### config.mk
export PLATFORM = sky130hd
export DESIGN_NAME = pc_fetch_unit_flat
export DESIGN_NICKNAME = d
export VERILOG_FILES = /design/src/rtl/pc_fetch_if.sv /design/src/rtl/pc_fetch_unit.sv /design/src/flat_wrapper.sv
export SDC_FILE = /design/constraint.sdc
export NUM_CORES = 1
export LEC_CHECK = 0
export CAP_MARGIN = 10
export CORE_ASPECT_RATIO = 0.9
export CORE_MARGIN = 2
export CORE_UTILIZATION = 30
export DETAILED_ROUTE_END_ITERATION = 8
export SETUP_SLACK_MARGIN = 0.1
export SYNTH_ARGS = -nofsm -noshare
export SYNTH_HDL_FRONTEND = slang
export SYNTH_SLANG_ARGS = --single-unit
### constraint.sdc
create_clock -name clk -period 2.7 [get_ports clk]
set_clock_uncertainty 0.2 [all_clocks]
set_input_delay 0.54 -clock clk [delete_from_list [all_inputs] [get_ports clk]]
set_output_delay 0.54 -clock clk [all_outputs]
set_load 0.1 [all_outputs]
### src/rtl/pc_fetch_if.sv
// Bundle of every non-clock/reset signal of the PC/fetch unit: the adder
// operand/result pair, the datapath redirect requests, the instruction
// memory port and the decode handshake.
// master = the fetch unit, slave = its surroundings (adder, datapath,
// instruction memory, decode).
//
// Handshakes:
//   imem: imem_req is held high with imem_addr stable until a cycle in which
//         imem_ack is high; imem_rdata is sampled in that same cycle.
//   decode: instr/instr_pc are stable while instr_valid is high; a transfer
//         happens on every rising edge where instr_valid && instr_ready.
interface pc_fetch_if;
  logic [31:0] add_in1;
  logic [31:0] add_in2;
  logic [31:0] add_out;
  logic        add_carry;
  logic        branch_valid;
  logic [31:0] branch_target;
  logic        jump_valid;
  logic [31:0] jump_target;
  logic        imem_req;
  logic [31:0] imem_addr;
  logic        imem_ack;
  logic [31:0] imem_rdata;
  logic        instr_valid;
  logic [31:0] instr;
  logic [31:0] instr_pc;
  logic        instr_ready;
  logic        pc_fault;

  modport master (
    output add_in1, add_in2,
    input  add_out, add_carry,
    input  branch_valid, branch_target, jump_valid, jump_target,
    output imem_req, imem_addr,
    input  imem_ack, imem_rdata,
    output instr_valid, instr, instr_pc,
    input  instr_ready,
    output pc_fault
  );

  modport slave (
    input  add_in1, add_in2,
    output add_out, add_carry,
    output branch_valid, branch_target, jump_valid, jump_target,
    input  imem_req, imem_addr,
    output imem_ack, imem_rdata,
    input  instr_valid, instr, instr_pc,
    output instr_ready,
    input  pc_fault
  );
endinterface

### src/rtl/pc_fetch_unit.sv
// Program counter owner and instruction-fetch sequencer.
// The sequential next PC comes from the external 32-bit adder (add_in1=PC,
// add_in2=PC_STEP); a carry-out on that increment raises a sticky pc_fault.
// Branch/jump redirects are captured in a single pending slot (jump wins,
// newest wins) and applied at the next point the PC would move.
// Optional feature macro: PC_ALIGN_CHECK_EN
//   defined     : a misaligned redirect target faults and halts the unit
//   not defined : target[1:0] is cleared on load
// dbg_state exposes the FSM state encoding (0 IDLE, 1 REQ, 2 HOLD, 3 HALT).
module pc_fetch_unit #(
  parameter logic [31:0] RESET_PC = 32'h0000_0000,
  parameter logic [31:0] PC_STEP  = 32'd4
) (
  input  logic        clk,
  input  logic        rst_n,
  pc_fetch_if.master  bus,
  output logic [1:0]  dbg_state
);

  typedef enum logic [1:0] {
    S_IDLE = 2'd0,
    S_REQ  = 2'd1,
    S_HOLD = 2'd2,
    S_HALT = 2'd3
  } state_t;

  state_t      state_q, state_n;
  logic [31:0] pc_q, pc_n;
  logic [31:0] instr_q, instr_n;
  logic [31:0] ipc_q, ipc_n;
  logic        fault_q, fault_n;
  logic        pend_q, pend_n;
  logic [31:0] pend_tgt_q, pend_tgt_n;

  logic        redir_now;
  logic [31:0] redir_tgt;
  logic        eff_pend;
  logic [31:0] eff_tgt;
  logic [31:0] load_tgt;
  logic        misaligned;

  // Merge a redirect arriving this cycle with the pending one; jump has
  // priority over branch and the newest request replaces an older one.
  always_comb begin
    redir_now = bus.jump_valid | bus.branch_valid;
    redir_tgt = bus.jump_valid ? bus.jump_target : bus.branch_target;
    eff_pend  = pend_q | redir_now;
    eff_tgt   = redir_now ? redir_tgt : pend_tgt_q;
`ifdef PC_ALIGN_CHECK_EN
    load_tgt   = eff_tgt;
    misaligned = |eff_tgt[1:0];
`else
    load_tgt   = eff_tgt & 32'hFFFF_FFFC;
    misaligned = 1'b0;
`endif
  end

  // Next-state and next-register values for the fetch sequencer.
  always_comb begin
    state_n    = state_q;
    pc_n       = pc_q;
    instr_n    = instr_q;
    ipc_n      = ipc_q;
    fault_n    = fault_q;
    pend_n     = eff_pend;
    pend_tgt_n = eff_tgt;
    case (state_q)
      S_IDLE: state_n = S_REQ;
      S_REQ: begin
        if (bus.imem_ack) begin
          if (eff_pend) begin
            // The returning word belongs to the stale path: drop it.
            pend_n = 1'b0;
            if (misaligned) begin
              fault_n = 1'b1;
              state_n = S_HALT;
            end else begin
              pc_n    = load_tgt;
              state_n = S_REQ;
            end
          end else begin
            instr_n = bus.imem_rdata;
            ipc_n   = pc_q;
            pc_n    = bus.add_out;
            fault_n = fault_q | bus.add_carry;
            state_n = S_HOLD;
          end
        end
      end
      S_HOLD: begin
        if (bus.instr_ready) begin
          state_n = S_REQ;
          if (eff_pend) begin
            pend_n = 1'b0;
            if (misaligned) begin
              fault_n = 1'b1;
              state_n = S_HALT;
            end else begin
              pc_n = load_tgt;
            end
          end
        end
      end
      S_HALT: state_n = S_HALT;
      default: state_n = S_IDLE;
    endcase
  end

  // State and datapath registers, asynchronously cleared.
  always_ff @(posedge clk or negedge rst_n) begin
    if (!rst_n) begin
      state_q    <= S_IDLE;
      pc_q       <= RESET_PC;
      instr_q    <= 32'h0;
      ipc_q      <= 32'h0;
      fault_q    <= 1'b0;
      pend_q     <= 1'b0;
      pend_tgt_q <= 32'h0;
    end else begin
      state_q    <= state_n;
      pc_q       <= pc_n;
      instr_q    <= instr_n;
      ipc_q      <= ipc_n;
      fault_q    <= fault_n;
      pend_q     <= pend_n;
      pend_tgt_q <= pend_tgt_n;
    end
  end

  // Output decode: adder operands are live at all times.
  always_comb begin
    bus.add_in1     = pc_q;
    bus.add_in2     = PC_STEP;
    bus.imem_req    = (state_q == S_REQ);
    bus.imem_addr   = pc_q;
    bus.instr_valid = (state_q == S_HOLD);
    bus.instr       = instr_q;
    bus.instr_pc    = ipc_q;
    bus.pc_fault    = fault_q;
    dbg_state       = state_q;
  end

endmodule

### src/flat_wrapper.sv
// flat-port wrapper written by rule: the top's interface ports become plain ports
module pc_fetch_unit_flat 
#(
  parameter logic [31:0] RESET_PC = 32'h0000_0000,
  parameter logic [31:0] PC_STEP  = 32'd4
)
  (clk, rst_n, dbg_state, bus_add_in1, bus_add_in2, bus_add_out, bus_add_carry, bus_branch_valid, bus_branch_target, bus_jump_valid, bus_jump_target, bus_imem_req, bus_imem_addr, bus_imem_ack, bus_imem_rdata, bus_instr_valid, bus_instr, bus_instr_pc, bus_instr_ready, bus_pc_fault);
  pc_fetch_if bus_i ();
  input  logic clk;
  input  logic rst_n;
  output logic [1:0] dbg_state;
  output wire logic [$bits(bus_i.add_in1)-1:0] bus_add_in1;
  output wire logic [$bits(bus_i.add_in2)-1:0] bus_add_in2;
  input wire logic [$bits(bus_i.add_out)-1:0] bus_add_out;
  input wire logic [$bits(bus_i.add_carry)-1:0] bus_add_carry;
  input wire logic [$bits(bus_i.branch_valid)-1:0] bus_branch_valid;
  input wire logic [$bits(bus_i.branch_target)-1:0] bus_branch_target;
  input wire logic [$bits(bus_i.jump_valid)-1:0] bus_jump_valid;
  input wire logic [$bits(bus_i.jump_target)-1:0] bus_jump_target;
  output wire logic [$bits(bus_i.imem_req)-1:0] bus_imem_req;
  output wire logic [$bits(bus_i.imem_addr)-1:0] bus_imem_addr;
  input wire logic [$bits(bus_i.imem_ack)-1:0] bus_imem_ack;
  input wire logic [$bits(bus_i.imem_rdata)-1:0] bus_imem_rdata;
  output wire logic [$bits(bus_i.instr_valid)-1:0] bus_instr_valid;
  output wire logic [$bits(bus_i.instr)-1:0] bus_instr;
  output wire logic [$bits(bus_i.instr_pc)-1:0] bus_instr_pc;
  input wire logic [$bits(bus_i.instr_ready)-1:0] bus_instr_ready;
  output wire logic [$bits(bus_i.pc_fault)-1:0] bus_pc_fault;
  assign bus_add_in1 = bus_i.add_in1;
  assign bus_add_in2 = bus_i.add_in2;
  assign bus_i.add_out = bus_add_out;
  assign bus_i.add_carry = bus_add_carry;
  assign bus_i.branch_valid = bus_branch_valid;
  assign bus_i.branch_target = bus_branch_target;
  assign bus_i.jump_valid = bus_jump_valid;
  assign bus_i.jump_target = bus_jump_target;
  assign bus_imem_req = bus_i.imem_req;
  assign bus_imem_addr = bus_i.imem_addr;
  assign bus_i.imem_ack = bus_imem_ack;
  assign bus_i.imem_rdata = bus_imem_rdata;
  assign bus_instr_valid = bus_i.instr_valid;
  assign bus_instr = bus_i.instr;
  assign bus_instr_pc = bus_i.instr_pc;
  assign bus_i.instr_ready = bus_instr_ready;
  assign bus_pc_fault = bus_i.pc_fault;
  pc_fetch_unit #(.RESET_PC(RESET_PC), .PC_STEP(PC_STEP)) u_core (.clk(clk), .rst_n(rst_n), .bus(bus_i), .dbg_state(dbg_state));
endmodule
# --- Yosys cells after proc, flatten, opt, wreduce, memory -nomap -nowiden ---
# Index checks and enable logic that the tools add are counted.
word_totals:
  reg_bits: 132
  input_bits: 135
  out_inout_bits: 165
  word_cells: 37
classes:
  n_eq_ne: 6
  muxes: 14
  n_bitwise: 4
  reduce_logical: 5
ops:
  columns: ["operator", "count"]
  rows:
  - ["$mux 32", 6]
  - ["$pmux 32 s2", 1]
  - ["$pmux 2 s4", 1]
  - ["$mux 2", 3]
  - ["$ne 2x1->1 const B", 3]
  - ["$eq 2x2->1 const B", 2]
  - ["$reduce_and 4->1", 1]
  - ["$or 1x1->1", 3]
  - ["$reduce_and 3->1", 1]
  - ["$eq 2x1->1 const B", 1]
  - ["$logic_not 2->1", 1]
  - ["$mux 1", 2]
  - ["$pmux 1 s2", 1]
  - ["$reduce_and 2->1", 1]
  - ["$reduce_bool 2->1", 1]
  - ["$not 1->1", 1]

# --- Depth between registers and ports, before layout ---
depth:
  word_depth: 5
  depth_mapped: 7
  depth_no_buf: 5

# --- Worst setup path after synthesis ---
# No wires, ideal clock.
synth_path:
  path_kind: "register to register"
  startpoint: "register u_core.state_q[0] (netlist: u_core.dbg_state[0])"
  endpoint: "register u_core.pc_q[10] (netlist: u_core.bus.add_in1[10])"
  setup_ns: 0.142
  arrival_time_ns: 2.973
  required_time_ns: 2.358
  path_slack_ns: -0.614
  stages_incl_launch_ff: 7
  path_buffers: 2
  synth_period_minus_slack_ns: 3.314
  path_cell_list: "dfrtp_1 ha_1 or4b_1 buf_2 buf_6 nor3_2 a221oi_1"
synth_via:
  elab_chain_cells: 3
  elab_cells_between_ends: 8
  classes_between: "eq/ne (5); mux (1); reduce/logical (2)"
synth_rtl:
  columns: ["element", "line", "source"]
  rows:
  - ["from (decl)", "pc_fetch_unit.sv:27", "state_t state_q, state_n;"]
  - ["from (signal assigned)", "pc_fetch_unit.sv:120", "state_q <= state_n;"]
  - ["$eq 2x1->1 (*)", null, null]
  - ["net bus_imem_req", "flat_wrapper.sv:20", "output wire logic [$bits(bus_i.imem_req)-1:0] bus_imem_req;"]
  - ["$ne 2x1->1 (no line) or $reduce_bool 2->1 (tied branches)", null, null]
  - ["$reduce_and 4->1 (no line)", null, null]
  - ["to (signal assigned)", "pc_fetch_unit.sv:121", "pc_q <= pc_n;"]
  - ["to (decl)", "pc_fetch_unit.sv:28", "logic [31:0] pc_q, pc_n;"]
# The timed path passes the listed nets; every way through them passes the cells marked *.
# A chain may end at the register's enable or synchronous reset.

# --- Final worst setup path ---
layout_path:
  startpoint: "register u_core.state_q[1] (netlist: u_core.dbg_state[1])"
  endpoint: "register u_core.pc_q[28] (netlist: u_core.bus.add_in1[28])"
layout_via:
  elab_chain_cells: 3
  elab_cells_between_ends: 8
  classes_between: "eq/ne (5); mux (1); reduce/logical (2)"
layout_rtl:
  columns: ["element", "line", "source"]
  rows:
  - ["$eq 2x2->1 or $eq 2x1->1 (tied branches)", "pc_fetch_unit.sv:67", "case (state_q)"]
  - ["$ne 2x1->1 (no line) or $reduce_bool 2->1 (tied branches)", null, null]
  - ["$reduce_and 4->1 (no line)", null, null]
# Several ways; a longest one is shown, not always the timed one.

==> results_dict.tcl <==
set metrics [dict create \
    synthXorXnorAreaFrac_pct 0 \
    ant_nets 0 \
    initial_core_util_pct 30.4 \
    cp-end-kind "register" \
    area_growth_pct 41.5 \
    cp.arrival_ps 2490 \
    fin_nets 962 \
    wl_per_cell_um 17.5 \
    numCtsBuffers 17 \
    outcome "completed" \
    synthesis.area_um2 7060 \
    cts_tree "done" \
    io_buffer_count 263 \
    synth-simple-area-share_pct 13.2 \
    fin_tns_setup_ps 0 \
    hold_viol 0 \
    cts.sinks 130 \
    worstHoldPathType "register to register" \
    die_w_um 166 \
    track_usage_pct 16.1 \
    globalRoute.totalOverflow 0 \
    min_period_ps 2400 \
    dr_total_vias 5231 \
    path_depth 6 \
    viasPerCell 4.59 \
    grt_pass1_wl_um 30800 \
    timing.critical_path.cells "inv_1, ha_4, or4b_2, buf_12, nor3_1, a221oi_1" \
    path_class "register to register" \
    synth.most_common_cell "dfrtp_1" \
    regToRegSetupSlack_ps 300 \
    tightest_slew_ps 588 \
    hpwl_um 14200 \
    crit_end "u_core.bus.add_in1[28]" \
    critPathLaunch "u_core.dbg_state[1]" \
    cp_slowest_cell "or4b_2" \
    synth_top_family_by_area "multiplexers" \
    clock_latency_ps 420 \
    synth.avg_cell_area_um2 11.8 \
    synth.yosys.seq_area_share_pct 46.1 \
    dieArea_um2 24800 \
    drtPass1Iterations 4 \
    ys_types 33 \
    seq_area_um2 3260 \
    cpPeakStageDelay_ps 780 \
    core-area_um2 23200 \
    synth_seq_cells 130 \
    drt_iter0_markers 245 \
    slew_headroom_pct 60.8 \
    synthArstFlopShare_pct 100 \
    ys.flop_type "dfrtp_1" \
    antenna_found_initial 1 \
    ys_top_cells_by_count "130 x dfrtp_1, 66 x buf_4, 60 x mux2_4, 33 x inv_1" \
    ctsHtreeMaxLevel 4 \
    r2r_cells 6 \
    slew_violations 0 \
    yosys-mux-area-fraction_pct 17.8 \
    diodes 0 \
    multi_input_area_um2 3090 \
    grt_max_degree 91 \
    rsz0062_at_grt "no" \
    fin_crit_sh_pct 88.8 \
    grt_pass1_vias 5161 \
    drc 0 \
    cts.clk_slew.worst_paths_ps 70 \
    place_congestion 0.729 \
    fill_cells 2246 \
    syn_inst 598 \
    post-synth-top-area-cell "dfrtp_1" \
    synth_compound_area_share_pct 10.3 \
    critPathBufInv 2 \
    io_pins 300 \
    clockBufferDepth 2 \
    wirelength_um 19900 \
    maxCapViolCount 0 \
    rr_startpoint "u_core.dbg_state[1]" \
    worst_setup_path_start_kind "register" \
    yosysWarnings 0 \
    synth_area_leaders "dfrtp_1 46%, mux2_4 13%, buf_4 7.0%" \
    synthAdderAreaFrac_pct 0.532 \
    synth_top_area_share_pct 46.1 \
    final_area_um2 9990 \
    fp-row-count 53 \
    setup_viol 0 \
    critical_path_required_ps 2790 \
    final_layout_size_suffix_gt1_share_pct 34.6 \
    cts-root-buf "clkbuf_16" \
    dpl_cell_area_um2 9400 \
    r2r-end "u_core.bus.add_in1[28]" \
    die_h_um 150 \
    cts_setup_buffers 0 \
    cp_max_fo 17 \
    synth_edf_count 0 \
    fmax_mhz 417 \
    crit_family "simple AND/OR/NAND/NOR gates" \
]
[final cells by class]
| cell class | instances | area share (%) |
|---|---|---|
| clock inverter | 14 | 1.35 |
| clock buffer | 18 | 4.40 |
| inverter | 33 | 1.24 |
| multi-input combinational | 359 | 31.0 |
| timing repair buffer | 283 | 25.6 |
| sequential | 130 | 32.6 |
| tap | 302 | 3.78 |
[logic make-up (layout without fill, tap and decap cells)]
| kind of cell | Yosys count | in the layout |
|---|---|---|
| flip-flops | 130 | 130 |
| buffers and inverters | 139 | 348 |
| other | 2 | 32 |
| multiplexers | 95 | 95 |
| adder cells (fa/ha/maj) | 3 | 3 |
| AO/OA/AOI/OAI | 95 | 95 |
| AND/OR/NAND/NOR | 134 | 134 |
[placed cells by master (no fill, tap or decap), drive strengths merged, types with 31 or more instances in the layout]
| cell type | n |
|---|---|
| mux2 | 64 |
| dfrtp | 130 |
| clkdlybuf4s50 | 127 |
| buf | 155 |
| conb | 32 |
| nand2 | 31 |
| inv | 43 |
| nor3 | 31 |
| mux2i | 31 |
[worst min path at each step]
stage                                        to                 from  cells past startpoint  slack (ps)
final                       u_core.bus.pc_fault  u_core.bus.pc_fault                      1         270
after global routing        u_core.bus.pc_fault  u_core.bus.pc_fault                      1         280
after CTS                         u_core.pend_q     bus_branch_valid                      3         260
after detailed placement    u_core.bus.pc_fault  u_core.bus.pc_fault                      1         260
after global placement      u_core.bus.pc_fault  u_core.bus.pc_fault                      1         260
after floorplan           u_core.bus.add_in1[0]                rst_n                      0          40
[metrics by stage]
stage / hold slack [ps] / worst slack (ps) / cells / util [%]
after CTS: 263 / 269 / 1139 / 43.0
after floorplan: 44.4 / 218 / 628 / -
after global routing: 283 / 191 / 1139 / 43.0
after detailed placement: 257 / 261 / 1106 / 40.5
after global placement: 260 / 238 / 1106 / 40.5
final: 266 / 301 / 1139 / 43.0
[per-layer routing]
metal	wire [um]	track usage, %
met4	226	4.61
met2	9230	25.4
met3	1150	4.52
met5	0	0
met1	9320	21.6
[flip-flops by register name, indices dropped and copies added (netlist names)]
register and count:
u_core.bus.instr_pc 32, u_core.bus.add_in1 32, u_core.bus.instr 32, u_core.pend_q 1, u_core.bus.pc_fault 1, u_core.dbg_state 2, u_core.pend_tgt_q 30
[what timing repair did]
| action | in CTS | in global routing |
|---|---|---|
| hold buffers | 1 | 0 |
| endpoints found under the hold margin | 53 | 0 |
| resized for setup | 0 | 0 |
Power is not shown: default switching activity piles up to over one toggle a cycle in this logic, so the estimate is an artifact.
==> variant: new RTL, same flow settings <==
The option `PC_ALIGN_CHECK_EN` is turned on by a define.
--- a/src/rtl/pc_fetch_unit.sv
+++ b/src/rtl/pc_fetch_unit.sv
@@ -7,6 +7,8 @@
 //   defined     : a misaligned redirect target faults and halts the unit
 //   not defined : target[1:0] is cleared on load
 // dbg_state exposes the FSM state encoding (0 IDLE, 1 REQ, 2 HOLD, 3 HALT).
+`define PC_ALIGN_CHECK_EN
+
 module pc_fetch_unit #(
   parameter logic [31:0] RESET_PC = 32'h0000_0000,
   parameter logic [31:0] PC_STEP  = 32'd4
Function: changed (a bounded check fails within 4 cycles, from zero or initial values and one cycle with rst_n low).
==> variant against the original RTL <==
Largest cell class unchanged. Design area fell by 6.3%. Area after synthesis fell by 9.4%. The run now ends with negative hold slack left. Non-clock buffer count rose by 5. Register-to-register slack improved by 0.15 ns. Wire length fell by 9.5%. Setup slack improved by 0.14 ns. Via count fell by 7.2%. Count of clock-buffer cells in the layout fell by 1. Sequential cell count rose by 2. Utilization rose by 1.9 points. Maximum frequency rose by 6.4%.
Power is not shown: default switching activity piles up to over one toggle a cycle in this logic, so the estimate is an artifact.
==> variant: results (changes against the original RTL) <==
run_status:
  status: "complete, but fails checks"  # was complete, no violations
  violations: "negative hold slack"
global_routing:
  grt_pass1_vias: 4846  # was 5,161
  global_route.usage.met3_pct: 4.81  # was 4.52%
  use_met1_pct: 21.0  # was 21.6%
  gr-usage-all-layers_pct: 16.2  # was 16.1%
  grt_pass1_wl_um: 27500  # was 30,800 um
  use_met2_pct: 26.5  # was 25.4%
routing:
  wl_met2_um: 8470  # was 9230 um
  via_per_inst: 4.43  # was 4.59
  wl_met3_um: 1250  # was 1150 um
finish:
  buf_share_pct: 27.3  # was 25.6%
  final_nets: 936  # was 962
  drive_gt1_share_pct: 29.3  # was 34.6%
  flops_and_latches: 132  # was 130
  n_all_inverters: 39  # was 33
  nClkBuffers: 17  # was 18
  multiInputGateArea_um2: 2420  # was 3090 um2
  multi_input_area_share_pct: 25.9  # was 31.0%
  seq_share_pct: 35.3  # was 32.6%
  fill_cells: 1954  # was 2,246
timing:
  whs_ns: -0.0479  # was 0.266 ns
  postLayoutSetupSlackWorst_ns: 0.445  # was 0.301 ns
  hold_viol: 31  # was 0
worst_setup_path:
  reg2reg_depth: 7  # was 6
  reg2reg_slack_ns: 0.45  # was 0.30 ns
  r2r-end: "u_core.bus.add_in1[15]$_DFFE_PN0P_"  # was u_core.bus.add_in1[28]$_DFFE_PN0P_
  cp-startpoint: "u_core.dbg_state[0]$_DFFE_PN0P_"  # was u_core.dbg_state[1]$_DFFE_PN0P_
yosys:
  ys_top_cells_by_count: "132 x dfrtp_1, 65 x buf_4, 54 x mux2_1"  # was 130 x dfrtp_1, 66 x buf_4, 60 x mux2_4
  synth_fa_ha_area_share_pct: 0.782  # was 0.532%
  synth_area_leaders: "dfrtp_1 52%, mux2_1 9.5%, buf_4 7.6%"  # was dfrtp_1 46%, mux2_4 13%, buf_4 7.0%
  synth_mux_area_share_pct: 16.4  # was 17.8%
place:
  post-place-cells: 1064  # was 1,106
  dp_hpwl_um: 13000  # was 14,200 um
  gp_congestion: 0.750  # was 0.729
  place_area_um2: 8790  # was 9400 um2
  numPortBuffers: 267  # was 263
hold_path:
  min_path_type: "input pin to async pin"  # was register to register
variant: cell count changes after synthesis, sizes merged, moves of 9 or more:
cell,unedited run,this run
a211oi,0,30
a221oi,30,0
nor3,31,1
nor4,0,30
nor2,2,31
nor2b,30,1
nor3b,30,1
o31a,30,1
buf,91,81
o21ai,30,39
variant: how the worst min path moves through the flow:
stage / slack [ns] / depth (start not counted) / start / end
CTS: 0.06 / 2 / rst_n / u_core.bus.instr_pc[4]$_DFFE_PN0P_
global route: 0.07 / 2 / rst_n / u_core.bus.instr_pc[4]$_DFFE_PN0P_
finish: -0.05 / 2 / rst_n / u_core.bus.instr_pc[4]$_DFFE_PN0P_
detailed placement: 0.28 / 1 / u_core.bus.instr_pc[14]$_DFFE_PN0P_ / u_core.bus.instr_pc[14]$_DFFE_PN0P_
global placement: 0.27 / 1 / u_core.bus.instr_pc[1]$_DFFE_PN0P_ / u_core.bus.instr_pc[1]$_DFFE_PN0P_
floorplan: 0.04 / 0 / rst_n / u_core.bus.add_in1[0]$_DFFE_PN0P_
